--- config.mk ---
export PLATFORM = sky130hd
export DESIGN_NAME = decode_stage
export DESIGN_NICKNAME = d
export VERILOG_FILES = /design/src/rtl/decode_stage.sv
export SDC_FILE = /design/constraint.sdc
export NUM_CORES = 1
export LEC_CHECK = 0
export ABC_CLOCK_PERIOD_IN_PS = 3700
export CAP_MARGIN = 20
export CORE_MARGIN = 2
export CORE_UTILIZATION = 56
export DETAILED_ROUTE_END_ITERATION = 12
export PLACE_DENSITY = 0.86
export REMOVE_ABC_BUFFERS = 1
export SYNTH_ARGS = -nofsm -noshare
export SYNTH_HDL_FRONTEND = slang
export SYNTH_SLANG_ARGS = --single-unit
--- constraint.sdc ---
create_clock -name clk -period 3.7 [get_ports clk]
set_clock_uncertainty 0.15 [all_clocks]
set_input_delay 0.74 -clock clk [delete_from_list [all_inputs] [get_ports clk]]
set_output_delay 0.74 -clock clk [all_outputs]
set_load 0.005 [all_outputs]
--- src/rtl/decode_stage.sv ---
// Registered instruction-decode stage: splits the word into fields, extends the immediate,
// builds read/write enables and carries a one-entry skid buffer so in_ready is a flop.
module decode_stage #(
   parameter int OPW = 4,
   parameter int RW  = 4,
   parameter int DW  = 16,
   localparam int IW = OPW + 3*RW
) (
   input  logic          clk,
   input  logic          rst_n,
   input  logic          in_valid,
   output logic          in_ready,
   input  logic [IW-1:0] in_instr,
   input  logic          flush,
   output logic          out_valid,
   input  logic          out_ready,
   output logic [OPW-1:0] out_opcode,
   output logic [RW-1:0] out_dr,
   output logic [RW-1:0] out_sa,
   output logic [RW-1:0] out_sb,
   output logic [DW-1:0] out_imm,
   output logic          out_rd_a_en,
   output logic          out_rd_b_en,
   output logic          out_wr_en,
   output logic          out_illegal,
   output logic          halted
);

   typedef struct packed {
      logic [OPW-1:0] opcode;
      logic [RW-1:0]  dr;
      logic [RW-1:0]  sa;
      logic [RW-1:0]  sb;
      logic [DW-1:0]  imm;
      logic           rd_a;
      logic           rd_b;
      logic           wr;
      logic           illegal;
   } bundle_t;

   // Bit 0 of the occupancy state doubles as out_valid so that output comes straight off a flop.
   localparam logic [1:0] EMPTY = 2'b00;
   localparam logic [1:0] ONE   = 2'b01;
   localparam logic [1:0] TWO   = 2'b11;

   logic [1:0] state_reg, state_next;
   bundle_t    out_reg, out_next;
   bundle_t    skid_reg, skid_next;
   logic       halted_reg, halted_next;
   logic       in_ready_reg, in_ready_next;

   logic [OPW-1:0]  op;
   logic [RW-1:0]   f1, f2, f3;
   logic [2*RW-1:0] imm_raw;
   bundle_t         dec_in;
   logic            eoe_in;
   logic            in_xfer, out_xfer;

   assign op      = in_instr[IW-1 -: OPW];
   assign f1      = in_instr[3*RW-1 -: RW];
   assign f2      = in_instr[2*RW-1 -: RW];
   assign f3      = in_instr[RW-1:0];
   assign imm_raw = in_instr[2*RW-1:0];
   assign eoe_in  = (op == OPW'(15)) && (f3 == RW'(1));

   always_comb begin
      dec_in        = '0;
      dec_in.opcode = op;
      case (op)
         OPW'(0), OPW'(1), OPW'(2), OPW'(3), OPW'(4), OPW'(5), OPW'(6), OPW'(7): begin
            dec_in.dr   = f1;
            dec_in.sa   = f2;
            dec_in.sb   = f3;
            dec_in.rd_a = 1'b1;
            dec_in.rd_b = (op != OPW'(5));
            dec_in.wr   = 1'b1;
         end
         OPW'(8): begin
            dec_in.dr  = f1;
            dec_in.imm = DW'(signed'(imm_raw));
            dec_in.wr  = 1'b1;
         end
         OPW'(9), OPW'(10): begin
            dec_in.dr   = f1;
            dec_in.sa   = f2;
            dec_in.sb   = f3;
            dec_in.rd_a = 1'b1;
            dec_in.rd_b = 1'b1;
            dec_in.wr   = (op == OPW'(9));
         end
         OPW'(11), OPW'(12): begin
            dec_in.sa   = f1;
            dec_in.imm  = DW'(signed'(imm_raw));
            dec_in.rd_a = 1'b1;
         end
         OPW'(13), OPW'(14): begin
            dec_in.dr  = f1;
            dec_in.imm = DW'(imm_raw);
            dec_in.wr  = (op == OPW'(13));
         end
         OPW'(15): begin
            dec_in.dr = f1;
            dec_in.sa = f2;
            if (f3 == RW'(0)) begin
               dec_in.rd_a = 1'b1;
            end else if (f3 != RW'(1)) begin
               dec_in.sb      = f3;
               dec_in.illegal = 1'b1;
            end
         end
         default: begin
            // Opcodes beyond the defined set (wider OPW) decode as reserved.
            dec_in.dr      = f1;
            dec_in.sa      = f2;
            dec_in.sb      = f3;
            dec_in.illegal = 1'b1;
         end
      endcase
   end

   assign in_xfer  = in_valid && in_ready_reg && !flush;
   assign out_xfer = state_reg[0] && out_ready;

   always_comb begin
      state_next = state_reg;
      out_next   = out_reg;
      skid_next  = skid_reg;
      if (flush) begin
         state_next = EMPTY;
      end else begin
         case (state_reg)
            EMPTY: begin
               if (in_xfer) begin
                  out_next   = dec_in;
                  state_next = ONE;
               end
            end
            ONE: begin
               if (in_xfer && out_xfer) begin
                  out_next = dec_in;
               end else if (in_xfer) begin
                  skid_next  = dec_in;
                  state_next = TWO;
               end else if (out_xfer) begin
                  state_next = EMPTY;
               end
            end
            TWO: begin
               if (out_xfer) begin
                  out_next   = skid_reg;
                  state_next = ONE;
               end
            end
            default: state_next = EMPTY;
         endcase
      end
      halted_next   = halted_reg || (in_xfer && eoe_in);
      in_ready_next = (state_next != TWO) && !halted_next;
   end

   always_ff @(posedge clk or negedge rst_n) begin
      if (!rst_n) begin
         state_reg    <= EMPTY;
         out_reg      <= '0;
         skid_reg     <= '0;
         halted_reg   <= 1'b0;
         in_ready_reg <= 1'b1;
      end else begin
         state_reg    <= state_next;
         out_reg      <= out_next;
         skid_reg     <= skid_next;
         halted_reg   <= halted_next;
         in_ready_reg <= in_ready_next;
      end
   end

   assign in_ready    = in_ready_reg;
   assign out_valid   = state_reg[0];
   assign halted      = halted_reg;
   assign out_opcode  = out_reg.opcode;
   assign out_dr      = out_reg.dr;
   assign out_sa      = out_reg.sa;
   assign out_sb      = out_reg.sb;
   assign out_imm     = out_reg.imm;
   assign out_rd_a_en = out_reg.rd_a;
   assign out_rd_b_en = out_reg.rd_b;
   assign out_wr_en   = out_reg.wr;
   assign out_illegal = out_reg.illegal;

endmodule

After elaboration in Yosys (flattened, before gate mapping)
Cells that the tools add are included.
{"block": "word_totals", "regBits": 76, "input_bits": 21, "output_inout_bits": 39, "wordCells": 97}
{"block": "op_classes", "eq_ne": 24, "muxes": 24, "bitwise": 2, "reduce_logical": 26}
{"op": "36-bit 2-to-1 mux", "n": 3}
{"op": "36-bit one-hot mux with 3 select lines", "n": 1}
{"op": "4-bit equality test (second input constant)", "n": 8}
{"op": "16-bit one-hot mux with 2 select lines", "n": 1}
{"op": "4-bit by 3-bit equality test with 1-bit output (second input constant)", "n": 4}
{"op": "4-bit one-hot mux with 2 select lines", "n": 2}
{"op": "14-bit OR reduction", "n": 1}
{"op": "2-bit 2-to-1 mux", "n": 6}
{"op": "4-bit 2-to-1 mux", "n": 3}
{"op": "12-bit OR reduction", "n": 1}
{"op": "11-bit OR reduction", "n": 1}
{"op": "10-bit OR reduction", "n": 1}
{"op": "9-bit OR reduction", "n": 1}
{"op": "4-bit by 1-bit equality test with 1-bit output (second input constant)", "n": 2}
{"op": "4-bit by 2-bit equality test with 1-bit output (second input constant)", "n": 2}
{"op": "4-bit zero test", "n": 2}
{"op": "2-bit != test (second input constant)", "n": 4}
{"op": "8-bit OR reduction", "n": 1}
{"op": "1-bit logical AND", "n": 7}
{"op": "2-bit one-hot mux with 3 select lines", "n": 1}
{"op": "2-bit OR reduction", "n": 3}
{"op": "5-bit AND reduction", "n": 1}
{"op": "1-bit 2-to-1 mux", "n": 4}
{"op": "4-bit by 1-bit != test with 1-bit output (second input constant)", "n": 1}
{"op": "other kinds (12)", "n": 15}

Logic depth before layout (Yosys ltp)
{"block": "logic_depth", "ltp_word": 8, "ltp_mapped": 6, "depth_no_buf": 4}

Worst setup path before layout
OpenSTA, ideal clock, no wires.
{"block": "synth_timing", "path_type": "input to register", "startpoint": "input port out_ready", "endpoint": "register skid_reg[1] (netlist name)", "setup_ps": 128, "t_arrival_ps": 1893, "path_slack_ps": 1530, "path_stages": 4, "path_cell_list": "and2b_1 -> or4b_1 -> buf_2 -> mux2_1"}
{"block": "synth_between", "elab_chain_len": 4}
{"item": "from (decl)", "line_no": "16", "rtl": "input logic out_ready,"}
{"item": "1-bit logical AND", "line_no": "122", "rtl": "assign out_xfer = state_reg[0] && out_ready;"}
{"item": "1-bit logical AND", "line_no": "139", "rtl": "if (in_xfer && out_xfer) begin"}
{"item": "1-bit inverter (no source line)"}
{"item": "4-bit AND reduction (no source line)"}
{"item": "to (signal assigned)", "line_no": "171", "rtl": "skid_reg <= skid_next;"}
{"item": "to (decl)", "line_no": "48", "rtl": "bundle_t skid_reg, skid_next;"}
No other way between the ends.
A chain may end at the register's enable or synchronous reset.

Worst setup path after layout
{"block": "layout_timing", "startpoint": "input port out_ready", "endpoint": "register out_reg (netlist bit out_sa[0])"}
{"block": "layout_between", "elab_chain_len": 4, "elab_cells_between_ends": 5, "cone_classes": "2 x eq/ne; 3 x reduce/logical"}
{"item": "1-bit logical AND *", "line_no": "122"}
{"item": "1-bit logical AND", "line_no": "139"}
{"item": "2-bit != test (no source line)"}
{"item": "5-bit AND reduction (no source line) *"}
{"item": "to (signal assigned)", "line_no": "170", "rtl": "out_reg <= out_next;"}
{"item": "to (decl)", "line_no": "47", "rtl": "bundle_t out_reg, out_next;"}
Mark *: on every way between the ends. The rest lies on a longest branch, timed or not.

==> impl_metrics.tcl <==
set metrics [dict create \
    drt-initial-drc-count 328 \
    synthDistinctLibCells 37 \
    maxCapViolations 0 \
    place.gp.congestion 0.822 \
    cts_tree "built" \
    synth_top_cell_by_area "dfrtp_1" \
    finalHoldViolCount 0 \
    start_kind "input pin" \
    pwr_density_cell_mw_per_mm2 501 \
    final_cell_mix "nand2_1 (74), dfrtp_1 (61), clkdlybuf4s50_1 (58)" \
    fmax_mhz 359 \
    async_flop_share 1.00 \
    worstRegToRegCells 4 \
    start_util 0.571 \
    fin_worst_hold_slack_ns 0.206 \
    grt.total_usage 0.263 \
    drtAntennaViolNets 0 \
    ys_ff_latch 62 \
    period_needed_ns 2.78 \
    final_common_cell "nand2_1" \
    h-tree-depth 3 \
    die_area_sq_mm 0.00616 \
    clockRootBuffer "clkbuf_8" \
    clock-sinks 62 \
    cts-buffers-inserted 9 \
    fp-row-count 27 \
    die_x_um 78.5 \
    largest_reg_flops 29 \
    n_antenna_cell 0 \
    drc 0 \
    worstMarginPinSlew_ns 0.869 \
    final_nets 420 \
    grt_pass1_vias 2692 \
    drt-wirelength-per-cell_um 15.7 \
    criticalPathCategory "in2reg" \
    synth_edf_count 0 \
    port-buffer-count 59 \
    crit_arrival_ns 2.88 \
    holdBufCountCts 0 \
    synth_seq_area_share 0.500 \
    cts.repair.resized 0 \
    cts_setup_buffers 0 \
    synth_area_leaders "dfrtp_1 (49%), nand2_1 (8.9%), a21oi_1 (4.0%)" \
    endpoint_kind "register" \
    critPathRequiredTime_ns 3.79 \
    grt_max_degree 41 \
    first_pass_iters 4 \
    core_area_sq_mm 0.00544 \
    clock_latency_ns 0.33 \
    viasPerCell 5.80 \
    cp_max_fo 13 \
    antenna_found_initial 0 \
    dp_hpwl_mm 4.87 \
    slew_headroom 0.419 \
    routed_wl_mm 7.44 \
    synth_top_area_share 0.492 \
    layout-drive-gt1-share 0.0744 \
    die_h_um 78.5 \
    ios 60 \
    period_share 0.752 \
    syn_area_sq_mm 0.00311 \
    gr-total-overflow 0 \
    syn_to_final_growth_pct 25.7 \
    grt_pass1_wl_mm 12.6 \
    status "completed" \
    syn-mean-instance-area_sq_um 8.77 \
    power_leakage_nw 1.68 \
    clock_path_buffers 2 \
    ys.flop_type "dfrtp_1" \
    final_util 0.718 \
    fin_tns_setup_ns 0 \
    slew_viol_final 0 \
    finalSetupViolCount 0 \
    hp-class "in2async" \
    vias 2753 \
    rsz0062_at_grt "no" \
    synth_cells 354 \
    peakVddDrop_mv 0.538 \
    clk_pin_slew_worst_paths_ns 0.07 \
    yosys_warnings 0 \
]
[kinds of logic (layout without fill, tap and decap cells)]
group | after synthesis | count (layout) | share of synthesized area
AOI/OAI and AO/OA | 97 | 97 | 0.191
DFF | 62 | 62 | 0.500
and+or+nand+nor | 151 | 151 | 0.235
xor gates and xnor gates | 1 | 1 | 0.00282
muxes | 3 | 3 | 0.0105
buffers and inverters | 40 | 89 | 0.0604
[cells in the mapped netlist (2+ instances only)]
| master | count |
|---|---|
| a31oi_1 | 7 |
| nor3b_1 | 3 |
| buf_4 | 7 |
| dfrtp_1 | 61 |
| a311oi_1 | 4 |
| nor3_1 | 4 |
| a2111oi_0 | 2 |
| nand2b_1 | 5 |
| mux2_1 | 2 |
| nand4b_1 | 4 |
| a21o_1 | 6 |
| nand3_1 | 17 |
| or3_1 | 2 |
| nor2_1 | 20 |
| o21ba_2 | 2 |
| nand3b_1 | 6 |
| clkbuf_1 | 18 |
| buf_2 | 9 |
| a21oi_1 | 25 |
| o211ai_1 | 16 |
| o21ai_0 | 18 |
| and3_1 | 3 |
| o21ai_1 | 15 |
| inv_1 | 6 |
| nand2_1 | 74 |
| nor2b_1 | 7 |
[report_power, final]
| group | internal, mW | switching [mW] |
|---|---|---|
| registers | 0.803 | 0.0766 |
| logic | 0.229 | 0.185 |
| clock network | 0.410 | 0.252 |
| total | 1.44 | 0.514 |
[metal layers]
metal / routed length, um / vias up / GRT usage
li1: - / 1316 / -
met5: 0 / - / 0
met3: 435 / 12 / 0.0460
met1: 3240 / 1317 / 0.350
met4: 116 / 0 / 0.125
met2: 3640 / 108 / 0.422
[path summary, 6_finish.rpt]
check / startpoint / to / slack (ns)
max: out_ready / out_sa[0] / 0.92
min: rst_n / out_wr_en / 0.21
max reg2reg: state_reg[1] / out_sa[0] / 1.36
min reg2reg: halted / halted / 0.33
max in group asynchronous: rst_n / out_opcode[1] / 2.31
min in group clk: halted / halted / 0.33
[area by class of cell]
type	count	area, sq um
clock inverter	4	70.1
sequential	62	1550
tap	72	90.1
fill	397	1530
multi-input combinational	252	1370
timing repair buffer	68	653
inverter	6	22.5
clock buffer	11	151
[worst max-delay path: stages]
cell             delay, ns
clkdlybuf4s50_1       0.49
and2b_1               0.23
nor4_4                0.65
nand2_1               0.46
o211ai_1              0.30
[metrics by stage]
| stage | power, mW | instances | worst slack [ns] | instance area (sq um) |
|---|---|---|---|---|
| after floorplan | 1.04 | 320 | 0.901 | 2940 |
| after global placement | 1.28 | 460 | 0.676 | 3680 |
| after detailed placement | 1.30 | 460 | 0.548 | 3680 |
| after CTS | 1.97 | 475 | 0.950 | 3910 |
| after global routing | 2.06 | 475 | 0.758 | 3910 |
| final | 1.96 | 475 | 0.918 | 3910 |
No activity file was read; power rests on OpenSTA's default activity.
